[src/rtl/wb_irq_ctrl_pkg.sv]
// Shared definitions for the Wishbone interrupt controller: register offsets
// and STATUS register field positions.
package wb_irq_ctrl_pkg;

    typedef enum logic [1:0] {
        IRQ_PEND = 2'b00,
        IRQ_EN   = 2'b01,
        IRQ_MODE = 2'b10,
        IRQ_STAT = 2'b11
    } irq_reg_e;

    localparam int STAT_VALID_BIT = 31;
    localparam int STAT_ID_LSB    = 0;
    localparam int STAT_ID_W      = 3;
    localparam int STAT_ACT_LSB   = 8;

endpackage

[src/rtl/irq_sync_edge.sv]
// Two-flop synchronizer for one asynchronous interrupt source, followed by a
// previous-value flop that yields a single-cycle rising-edge pulse.
module irq_sync_edge (
    input  logic clk,
    input  logic rst,
    input  logic i_src,
    output logic o_sync,
    output logic o_edge
);

    logic r_meta;
    logic r_sync;
    logic r_prev;

    always_ff @(posedge clk or negedge rst) begin
        if (!rst) begin
            r_meta <= 1'b0;
            r_sync <= 1'b0;
            r_prev <= 1'b0;
        end else begin
            r_meta <= i_src;
            r_sync <= r_meta;
            r_prev <= r_sync;
        end
    end

    assign o_sync = r_sync;
    assign o_edge = r_sync & ~r_prev;

endmodule

[src/rtl/wb_irq_ctrl.sv]
// Wishbone-slave interrupt controller: per-source edge/level capture into a
// pending register, enable masking, registered CPU irq and lowest-ID status.
module wb_irq_ctrl
    import wb_irq_ctrl_pkg::*;
#(
    parameter int               n_src          = 8,
    parameter int               wb_dat_width   = 32,
    parameter int               wb_adr_width   = 32,
    parameter logic [n_src-1:0] en_reset_val   = '0,
    parameter logic [n_src-1:0] mode_reset_val = '0
) (
    input  logic                    clk,
    input  logic                    rst,
    input  logic [wb_adr_width-1:0] wb_adr_i,
    input  logic [wb_dat_width-1:0] wb_dat_i,
    input  logic                    wb_we_i,
    input  logic                    wb_cyc_i,
    input  logic                    wb_stb_i,
    output logic                    wb_ack_o,
    output logic [wb_dat_width-1:0] wb_dat_o,
    input  logic [n_src-1:0]        irq_src_i,
    output logic                    irq_o
);

    logic [n_src-1:0]        w_sync;
    logic [n_src-1:0]        w_edge;
    logic [n_src-1:0]        w_active;
    logic [n_src-1:0]        w_w1c;
    logic [n_src-1:0]        w_pending_next;
    logic [n_src-1:0]        r_pending;
    logic [n_src-1:0]        r_en;
    logic [n_src-1:0]        r_mode;
    logic                    r_ack;
    logic                    r_irq;
    logic [wb_dat_width-1:0] r_dat;
    logic [wb_dat_width-1:0] w_rdata;
    logic [STAT_ID_W-1:0]    w_id;
    logic                    w_accept;
    logic                    w_wr;
    irq_reg_e                w_reg;
    logic                    w_unused;

    generate
        for (genvar gi = 0; gi < n_src; gi++) begin : g_src
            irq_sync_edge u_sync (
                .clk    (clk),
                .rst    (rst),
                .i_src  (irq_src_i[gi]),
                .o_sync (w_sync[gi]),
                .o_edge (w_edge[gi])
            );
        end
    endgenerate

    // The internal ack flop blocks acceptance, so each access takes two clocks.
    assign w_accept = wb_stb_i & wb_cyc_i & ~r_ack;
    assign w_wr     = w_accept & wb_we_i;
    assign w_reg    = irq_reg_e'(wb_adr_i[3:2]);
    assign w_w1c    = (w_wr && (w_reg == IRQ_PEND)) ? wb_dat_i[n_src-1:0] : '0;

    // Level bits track the synchronized input; edge bits set-dominate over W1C.
    assign w_pending_next = (r_mode & w_sync)
                          | (~r_mode & ((r_pending & ~w_w1c) | w_edge));

    assign w_active = r_pending & r_en;

    always_comb begin
        w_id = '0;
        for (int i = n_src - 1; i >= 0; i--) begin
            if (w_active[i]) begin
                w_id = STAT_ID_W'(i);
            end
        end
    end

    always_comb begin
        w_rdata = '0;
        case (w_reg)
            IRQ_PEND: w_rdata[n_src-1:0] = r_pending;
            IRQ_EN:   w_rdata[n_src-1:0] = r_en;
            IRQ_MODE: w_rdata[n_src-1:0] = r_mode;
            IRQ_STAT: begin
                w_rdata[STAT_VALID_BIT]              = |w_active;
                w_rdata[STAT_ID_LSB +: STAT_ID_W]    = w_id;
                w_rdata[STAT_ACT_LSB +: n_src]       = w_active;
            end
            default:  w_rdata = '0;
        endcase
    end

    always_ff @(posedge clk or negedge rst) begin
        if (!rst) begin
            r_pending <= '0;
            r_en      <= en_reset_val;
            r_mode    <= mode_reset_val;
            r_ack     <= 1'b0;
            r_irq     <= 1'b0;
            r_dat     <= '0;
        end else begin
            r_pending <= w_pending_next;
            r_ack     <= w_accept;
            r_irq     <= |w_active;
            if (w_accept) begin
                r_dat <= w_rdata;
            end
            if (w_wr && (w_reg == IRQ_EN)) begin
                r_en <= wb_dat_i[n_src-1:0];
            end
            if (w_wr && (w_reg == IRQ_MODE)) begin
                r_mode <= wb_dat_i[n_src-1:0];
            end
        end
    end

    // A dropped strobe or cycle hides the ack that is already in flight.
    assign wb_ack_o = r_ack & wb_stb_i & wb_cyc_i;
    assign wb_dat_o = r_dat;
    assign irq_o    = r_irq;

    assign w_unused = ^{wb_adr_i[wb_adr_width-1:4], wb_adr_i[1:0],
                        wb_dat_i[wb_dat_width-1:n_src]};

endmodule

[config.mk]
export PLATFORM = sky130hd
export DESIGN_NAME = wb_irq_ctrl
export DESIGN_NICKNAME = d
export VERILOG_FILES = /design/src/rtl/wb_irq_ctrl_pkg.sv /design/src/rtl/irq_sync_edge.sv /design/src/rtl/wb_irq_ctrl.sv
export SDC_FILE = /design/constraint.sdc
export NUM_CORES = 1
export LEC_CHECK = 0
export ABC_AREA = 1
export CORE_MARGIN = 2
export CORE_UTILIZATION = 46
export CTS_CLUSTER_DIAMETER = 30
export DETAILED_ROUTE_END_ITERATION = 12
export MAX_ROUTING_LAYER = met4
export PLACE_DENSITY = 0.85
export SKIP_LAST_GASP = 1
export SYNTH_ARGS = -nofsm -noshare
export SYNTH_HDL_FRONTEND = slang
export SYNTH_SLANG_ARGS = --single-unit
[constraint.sdc]
create_clock -name clk -period 2.51 [get_ports clk]
set_clock_uncertainty 0.05 [all_clocks]
set_input_delay 0.3765 -clock clk [delete_from_list [all_inputs] [get_ports clk]]
set_output_delay 0.3765 -clock clk [all_outputs]
set_load 0.02 [all_outputs]
# After elaboration in Yosys (flattened, before gate mapping)
# Index checks and enable logic that the tools add are counted.
dict set report classes {
  eq_ne 3
  muxes 13
  n_bitwise 30
  n_reduce_logical 5
}
# operator count
set op_table {}
lappend op_table {{$and A8 B8 Y8} 4}
lappend op_table {{$mux W3} 8}
lappend op_table {{$mux W8} 2}
lappend op_table {{$not A8 Y8} 2}
lappend op_table {{$or A8 B8 Y8} 2}
lappend op_table {{$pmux W5 S3} 1}
lappend op_table {{$and A1 B1 Y1} 13}
lappend op_table {{$pmux W3 S4} 1}
lappend op_table {{$not A1 Y1} 9}
lappend op_table {{$reduce_or A8 Y1} 1}
lappend op_table {{$eq A2 B2 Y1 const B} 2}
lappend op_table {{$logic_and A1 B1 Y1} 3}
lappend op_table {{$eq A2 B1 Y1 const B} 1}
lappend op_table {{$logic_not A2 Y1} 1}
lappend op_table {{$mux W1} 1}
dict set report totals {
  reg_bits 67
  in_bits 77
  out_inout_bits 34
  wordCells 81
}

# Logic depth before layout (Yosys ltp)
# Gate-level depths: netlist of the first run.
dict set report logic_depth {
  ltp_word 10
  depth_mapped 12
  depth_no_buf 12
}

# Cells and area by module
# From an unflattened synthesis of the first run, not the netlist that was laid out.
dict set report unflattened {
  hier_cells 295
  hier_area_um2 2819.0
}
# module n_inst cells_per_inst area_per_inst_um2
set modules_own_cells {}
lappend modules_own_cells {wb_irq_ctrl 1 255 2138.3}
lappend modules_own_cells {irq_sync_edge 8 5 85.1}

# Least setup slack after synthesis of the first run
# No wires, ideal clock.
dict set report synth_timing {
  path_kind {register to register}
  from {reg r_ack}
  to {reg r_pending[5]}
  setup_time_ps 124
  arrival_ps 1269
  t_required_ps 2336
  slack_ps 1067
  path_stages_with_launch 5
  synth_period_minus_slack_ps 1443
  path_cell_list {dfrtp_1 > nor3_4 > nand3_2 > o211ai_1 > nand2_1}
}
dict set report synth_via {
  elab_chain_cells 10
}
# item line_no
set synth_rtl {}
lappend synth_rtl {{from (decl)} wb_irq_ctrl.sv:33} ;# logic r_ack;
lappend synth_rtl {{from (signal assigned)} wb_irq_ctrl.sv:101} ;# r_ack <= w_accept;
lappend synth_rtl {{$not A1 Y1} wb_irq_ctrl.sv:56} ;# assign w_accept = wb_stb_i & wb_cyc_i & ~r_ack;
lappend synth_rtl {{$and A1 B1 Y1} wb_irq_ctrl.sv:56}
lappend synth_rtl {{via w_accept} wb_irq_ctrl.sv:38} ;# logic w_accept;
lappend synth_rtl {{$and A1 B1 Y1} wb_irq_ctrl.sv:57} ;# assign w_wr = w_accept & wb_we_i;
lappend synth_rtl {{$logic_and A1 B1 Y1} wb_irq_ctrl.sv:59} ;# assign w_w1c = (w_wr && (w_reg == IRQ_PEND)) ? wb_dat_i[n_src-1:0] : '0;
lappend synth_rtl {{$mux W8} wb_irq_ctrl.sv:59}
lappend synth_rtl {{$not A8 Y8} wb_irq_ctrl.sv:63} ;# | (~r_mode & ((r_pending & ~w_w1c) | w_edge));
lappend synth_rtl {{$and A8 B8 Y8} wb_irq_ctrl.sv:63}
lappend synth_rtl {{$or A8 B8 Y8} wb_irq_ctrl.sv:63}
lappend synth_rtl {{$and A8 B8 Y8} wb_irq_ctrl.sv:63}
lappend synth_rtl {{$or A8 B8 Y8} wb_irq_ctrl.sv:63}
lappend synth_rtl {{via w_pending_next[5]} wb_irq_ctrl.sv:29} ;# logic [n_src-1:0] w_pending_next;
lappend synth_rtl {{to (signal assigned)} wb_irq_ctrl.sv:100} ;# r_pending <= w_pending_next;
lappend synth_rtl {{to (decl)} wb_irq_ctrl.sv:30} ;# logic [n_src-1:0] r_pending;
# The timed path passes the listed nets, and every way through them passes these cells.
# A chain may end at the register's enable or synchronous reset.

# Worst setup path in the final report of the first run
dict set report layout_timing {
  from {in wb_cyc_i}
  to {out wb_ack_o}
}
dict set report layout_via {
  elab_chain_cells 1
}
# item line_no
set layout_rtl {}
lappend layout_rtl {{from (decl)} wb_irq_ctrl.sv:17} ;# input logic wb_cyc_i,
lappend layout_rtl {{$and A1 B1 Y1} wb_irq_ctrl.sv:116} ;# assign wb_ack_o = r_ack & wb_stb_i & wb_cyc_i;
lappend layout_rtl {{to (decl)} wb_irq_ctrl.sv:19} ;# output logic wb_ack_o,
# No other way between the ends.

==> reports/metrics.yaml, run 1 <==
grt_pass1_wl_um: 8450
cp-startpoint: "wb_cyc_i"
leakagePower_nw: 1.63
antenna_found_initial: 0
fmax_mhz: 474
port_buffers: 41
r2r-start: "r_ack$_DFF_PN0_"
synthTopCellsByArea: "dfrtp_1 (62%), nand2_1 (9.9%), o21ai_1 (5.6%)"
cts_post_setup_buffers_inserted: 0
yosysTopAreaCell: "dfrtp_1"
final_cells: 402
relSlewSlack_pct: 54.9
finalSetupViolations: 0
utilization_pct: 59.7
synth-seq-cells: 67
wire_per_inst_um: 12.3
grt_pass1_vias: 1856
synth_top_area_share_pct: 62.2
setup_tns_ps: 0
nets: 402
floorplan.initialDensity_pct: 48.4
maxSlewViolCount: 0
ctsResizeCount: 0
clk_pin_slew_ps: 60
hold_viol: 0
yosys_warnings: 0
worstSetupPathType: "in2out"
placedCellCount: 386
cts_tree: "done"
syn_area_um2: 2700
synth_edf_count: 0
cpMaxStageDelayCell: "clkdlybuf4s50_1"
clkLatencyLatePin_ps: 340
core_region_area_um2: 5570
setup.worst_path.start_class: "input pin"
nFillCells: 467
synth_seq_area_share_pct: 62.2
cts.path.max_buffers: 2
syn2layout_area_growth_pct: 23.5
rrSetupSlack_ps: 1040
gp_congestion: 0.828
rsz0062_at_grt: "false"
io_pins: 111
slowest_delay_ps: 650
place_hpwl_um: 3540
fin_crit_sh_pct: 84.1
crit_path_frequent_cell: "clkdlybuf4s50_1"
synthTopCellsByCount: "nand2_1 (71), dfrtp_1 (67), inv_1 (32)"
drive_gt1_share_pct: 7.27
grt.total_usage_pct: 18.3
root_buffer: "clkbuf_8"
hold_buffers: 0
hold_slack_ps: 26.9
grt_max_degree: 39
ant_nets: 0
vias: 1956
cp.required_ps: 2080
synth.most_common_cell: "nand2_1"
routed_via_density: 4.87
cp_max_fo: 2
firstDrtPassIters: 4
status: "complete, no violations"
drc: 0
syn_inst: 276
critical_path_buf_inv_count: 3
cp_top_family: "buffers and inverters"
htreeDepth: 3
end_kind: "output pin"
cts_sinks: 67
crit_arrival_ps: 1680
synth_cell_types: 22
max_cap_violations: 0
finalPower_mw: 2.73
irDropWorstVdd_uv: 373
die_h_um: 80.5
syn_avg_cell_area_um2: 9.76
synth_ff_type: "dfrtp_1"
die_area_um2: 6490
crit_chain: "clkdlybuf4s50_1 > inv_2 > nor2_1 > clkdlybuf4s50_1"
worst_pin_slew_ps: 676
holdCritPathClass: "in2async"
dr.first_iter.drc_count: 200
p_per_area_nw_per_um2: 821
die_w_um: 80.5
fin_crit_ps: 2110
grt-ovfl-total: 0
cts_buffers: 9
placementRows: 27
diodes: 0
wl_um: 4950
async_reset_ff_share_pct: 100
-- per-stage QoR --
stage / worst slack [ps] / cell area, um2
6_report: 400 / 3330
5_1_grt: 345 / 3330
4_1_cts: 385 / 3330
3_5_place_dp: 472 / 3140
3_3_place_gp: 485 / 3140
2_1_floorplan: 1070 / 2750
-- report_power, final --
part	internal (mW)	switching, mW	leakage [nW]
logic	0.229	0.307	0.710
clock network	0.486	0.367	0.0947
registers	1.24	0.106	0.822
-- flip-flops by register name, summed over array words and instances, names as in the netlist --
signal,cells
r_pending,8
g_src.u_sync.r_meta,8
wb_dat_o,17
r_en,8
irq_o,1
r_ack,1
g_src.u_sync.r_prev,8
r_mode,8
g_src.u_sync.o_sync,8
-- cells in the final DEF, fill, tap and decap left out, drive strengths merged, types with 3 or more instances in the layout --
master | Yosys | routed
dfrtp | 67 | 67
buf | 17 | 3
inv | 34 | 34
clkbuf | 2 | 14
nor2 | 19 | 19
o21ai | 40 | 40
o31ai | 7 | 7
nand2 | 71 | 71
nand3 | 8 | 8
a221oi | 5 | 5
conb | 1 | 15
clkdlybuf4s50 | 0 | 40
-- area by class of cell --
class | instances | area, um2 | area share, %
flip-flops and latches | 67 | 1680 | 50.4
multi-input cells | 170 | 813 | 24.4
repair buffers | 43 | 433 | 13.0
clock buffers | 14 | 153 | 4.59
inverters | 34 | 128 | 3.83
well taps | 72 | 90.1 | 2.71
clock inverters | 2 | 35.0 | 1.05
-- worst register-to-register path: stages (launching register included) --
cell and delay [ps]:
dfrtp_1 400, nor3_4 320, buf_4 230, nand3_4 180
nand2_1 120, o21ai_1 70
-- cells by family (layout without fill, tap and decap cells) --
logic type,Yosys count,after routing,share of synthesized area [%]
DFF,67,67,62.2
and+or+nand+nor,101,101,16.6
buffers and inverters,53,93,9.56
AOI/OAI and AO/OA,54,54,11.5
other,1,15,0.139
-- per-layer routing --
layer / GRT usage (%) / share of wire [%] / vias up
met5: - / 0 / -
met4: 11.4 / 2.1 / 0
met3: 5.28 / 5.8 / 10
met2: 27.0 / 49 / 63
met1: 22.2 / 43 / 922
li1: - / - / 961
-- worst paths after layout --
| check | to | cells after the start |
|---|---|---|
| worst max-delay path | wb_ack_o | 4 |
| worst min-delay path | g_src[4].u_sync.r_meta$_DFF_PN0_ | 1 |
| worst max register to register | r_en[2]$_DFFE_PN0P_ | 5 |
| worst min register to register | g_src[4].u_sync.o_sync$_DFF_PN0_ | 0 |
| max in group asynchronous | r_mode[2]$_DFFE_PN0P_ | 2 |
| min in group clk | g_src[4].u_sync.o_sync$_DFF_PN0_ | 0 |
Note: power is estimated with default switching activity, not from simulation.
==> run 2, diff against run 1 <==
--- a/config.mk
+++ b/config.mk
@@ -7,11 +7,11 @@
 export LEC_CHECK = 0
 export ABC_AREA = 1
 export CORE_MARGIN = 2
-export CORE_UTILIZATION = 46
+export CORE_UTILIZATION = 38
 export CTS_CLUSTER_DIAMETER = 30
 export DETAILED_ROUTE_END_ITERATION = 12
 export MAX_ROUTING_LAYER = met4
-export PLACE_DENSITY = 0.85
+export PLACE_DENSITY = 0.75
 export SKIP_LAST_GASP = 1
 export SYNTH_ARGS = -nofsm -noshare
 export SYNTH_HDL_FRONTEND = slang
==> constraint.sdc (replaced) <==
create_clock -name clk -period 1.8 [get_ports clk]
set_clock_uncertainty 0.05 [all_clocks]
set_input_delay 0.27 -clock clk [delete_from_list [all_inputs] [get_ports clk]]
set_output_delay 0.27 -clock clk [all_outputs]
set_load 0.02 [all_outputs]
==> run 2 against run 1 <==
Clock power increased by 32%. Core utilization decreased by 9.8 points. Sequential cell count unchanged. Sequential share of layout area decreased by 1.2 points. Critical path depth decreased by 3. Wire length increased by 2.8%. Total power increased by 38%. Hold slack improved by 270 ps. Cell count increased by 8.0%. Count of clock-buffer cells in the layout decreased by 3. Sequential power increased by 40%. Critical endpoint is now wb_dat_o[1]. Largest power group unchanged.
==> reports/metrics.yaml, run 2 (same netlist as run 1, synthesis figures left out) <==
die_area_um2: 7780  # was 6490 um2
nets: 410  # was 402
syn2layout_area_growth_pct: 26.6  # was 23.5%
io_pins: 111  # unchanged
cp_max_fo: 2  # unchanged
finalSetupViolations: 0  # unchanged
grt.total_usage_pct: 14.8  # was 18.3%
finalPower_mw: 3.76  # was 2.73 mW
die_w_um: 88.2  # was 80.5 um
clk_pin_slew_ps: 70  # was 60 ps
root_buffer: "clkbuf_8"  # unchanged
cts.path.max_buffers: 2  # unchanged
utilization_pct: 49.9  # was 59.7%
cpMaxStageDelayCell: "clkdlybuf4s50_1"  # unchanged
critical_path_buf_inv_count: 1  # was 3
seq_area_um2: 1680  # unchanged
crit_chain: "clkdlybuf4s50_1"  # was clkdlybuf4s50_1 > inv_2 > nor2_1 > clkdlybuf4s50_1
final_cells: 434  # was 402
port_buffers: 41  # unchanged
cts_tree: "done"  # unchanged
fin_crit_ps: 1650
cp.required_ps: 1480  # was 2080 ps
multi_input_area_um2: 813  # unchanged
hold_slack_ps: 299  # was 26.9 ps
setup.worst_path.start_class: "flip-flop"  # was input pin
end_kind: "output pin"  # unchanged
drive_gt1_share_pct: 10.4  # was 7.27%
clkLatencyLatePin_ps: 350  # was 340 ps
routed_via_density: 4.40  # was 4.87
vias: 1911  # was 1,956
fmax_mhz: 606
p_per_area_nw_per_um2: 1100  # was 821 nW/um2
floorplan.initialDensity_pct: 39.5  # was 48.4%
place_hpwl_um: 3560  # was 3540 um
wire_per_inst_um: 11.7  # was 12.3 um
diodes: 0  # unchanged
cp_top_family: "buffers and inverters"  # unchanged
nFillCells: 641  # was 467
antenna_found_initial: 0  # unchanged
grt_max_degree: 68  # was 39
final_common_cell: "nand2_1"  # unchanged
ant_nets: 0  # unchanged
maxSlewViolCount: 0  # unchanged
worstSetupPathType: "reg2out"  # was in2out
grt_pass1_vias: 1778  # was 1,856
leakagePower_nw: 1.67  # was 1.63 nW
drc: 0  # unchanged
mostFrequentLayoutCells: "nand2_1 (71), dfrtp_1 (67), clkdlybuf4s50_1 (39), inv_1 (32), o21ai_1 (30)"  # was nand2_1 (71), dfrtp_1 (67), clkdlybuf4s50_1 (40), inv_1 (32), o21ai_1 (30)
grt-ovfl-total: 0  # unchanged
slowest_delay_ps: 620  # was 650 ps
irDropWorstVdd_uv: 408  # was 373 uV
crit_arrival_ps: 1330  # was 1680 ps
fin_crit_sh_pct: 91.7
status: "complete, no violations"  # unchanged
max_cap_violations: 0  # unchanged
setup_tns_ps: 0  # unchanged
placementRows: 30  # was 27
cts_post_setup_buffers_inserted: 0  # unchanged
rsz0062_at_grt: "false"  # unchanged
cts_sinks: 67  # unchanged
gp_congestion: 0.838  # was 0.828
hold_viol: 0  # unchanged
placedCellCount: 417  # was 386
core_region_area_um2: 6830  # was 5570 um2
dr.first_iter.drc_count: 126  # was 200
wl_um: 5090  # was 4950 um
largest_reg_flops: 17  # unchanged
holdCritPathClass: "reg2reg"  # was in2async
htreeDepth: 3  # unchanged
firstDrtPassIters: 5  # was 4
cts_buffers: 9  # unchanged
grt_pass1_wl_um: 8330  # was 8450 um
die_h_um: 88.2  # was 80.5 um
[run 2: path summary, 6_finish.rpt]
path | startpoint | to | slack (ps) | cells past startpoint
min in group asynchronous | rst | g_src[3].u_sync.r_meta$_DFF_PN0_ | 410 | 3
hold reg to reg | g_src[5].u_sync.r_meta$_DFF_PN0_ | g_src[5].u_sync.o_sync$_DFF_PN0_ | 300 | 0
max in group asynchronous | rst | irq_o$_DFF_PN0_ | 1010 | 3
hold / removal | g_src[5].u_sync.r_meta$_DFF_PN0_ | g_src[5].u_sync.o_sync$_DFF_PN0_ | 300 | 0
setup / recovery | wb_dat_o[1]$_DFFE_PN0N_ | wb_dat_o[1] | 150 | 1
setup reg to reg | r_ack$_DFF_PN0_ | r_mode[1]$_DFFE_PN0P_ | 430 | 5
[run 2: per-layer routing]
metal  up-vias  routed length (um)  track usage, %
met5         -                   0               -
met4         0                 130            8.26
met3        12                 221            3.64
met2        55                2360            21.7
met1       874                2380            18.9
li1        970                   -               -
[run 2: worst reg2reg max path, cell delays in order, from the launching register on]
cell and delay (ps):
dfrtp_1 410, nor3_4 220, buf_4 220, nand3_4 190
nand2_1 120, o21ai_1 60
[run 2: final cells by class]
type,count,area share [%]
clock inverter,5,0.807
tap,96,3.52
clock buffer,11,4.44
sequential,67,49.2
timing repair buffer,51,14.5
inverter,34,3.74
multi-input combinational,170,23.8
[run 2: through the flow]
stage,cell area [um2],setup WS [ps]
detailed placement,3220,-30.1
global route,3410,88.4
global placement,3220,-9.35
finish,3410,150
floorplan,2750,357
CTS,3410,131
[run 2: what timing repair did]
item | CTS | global route
hold endpoints to repair | 67 | 0
endpoints found under the setup margin | 1 | 0
gates resized for setup | 1 | 0
hold buffers | 1 | 0
[run 2: power breakdown]
group / total (mW) / leakage (nW) / internal, mW / switching [mW]
combinational: 0.762 / 0.753 / 0.330 / 0.432
clock: 1.13 / 0.0949 / 0.565 / 0.565
sequential: 1.87 / 0.822 / 1.72 / 0.145
total: 3.76 / 1.67 / 2.62 / 1.14
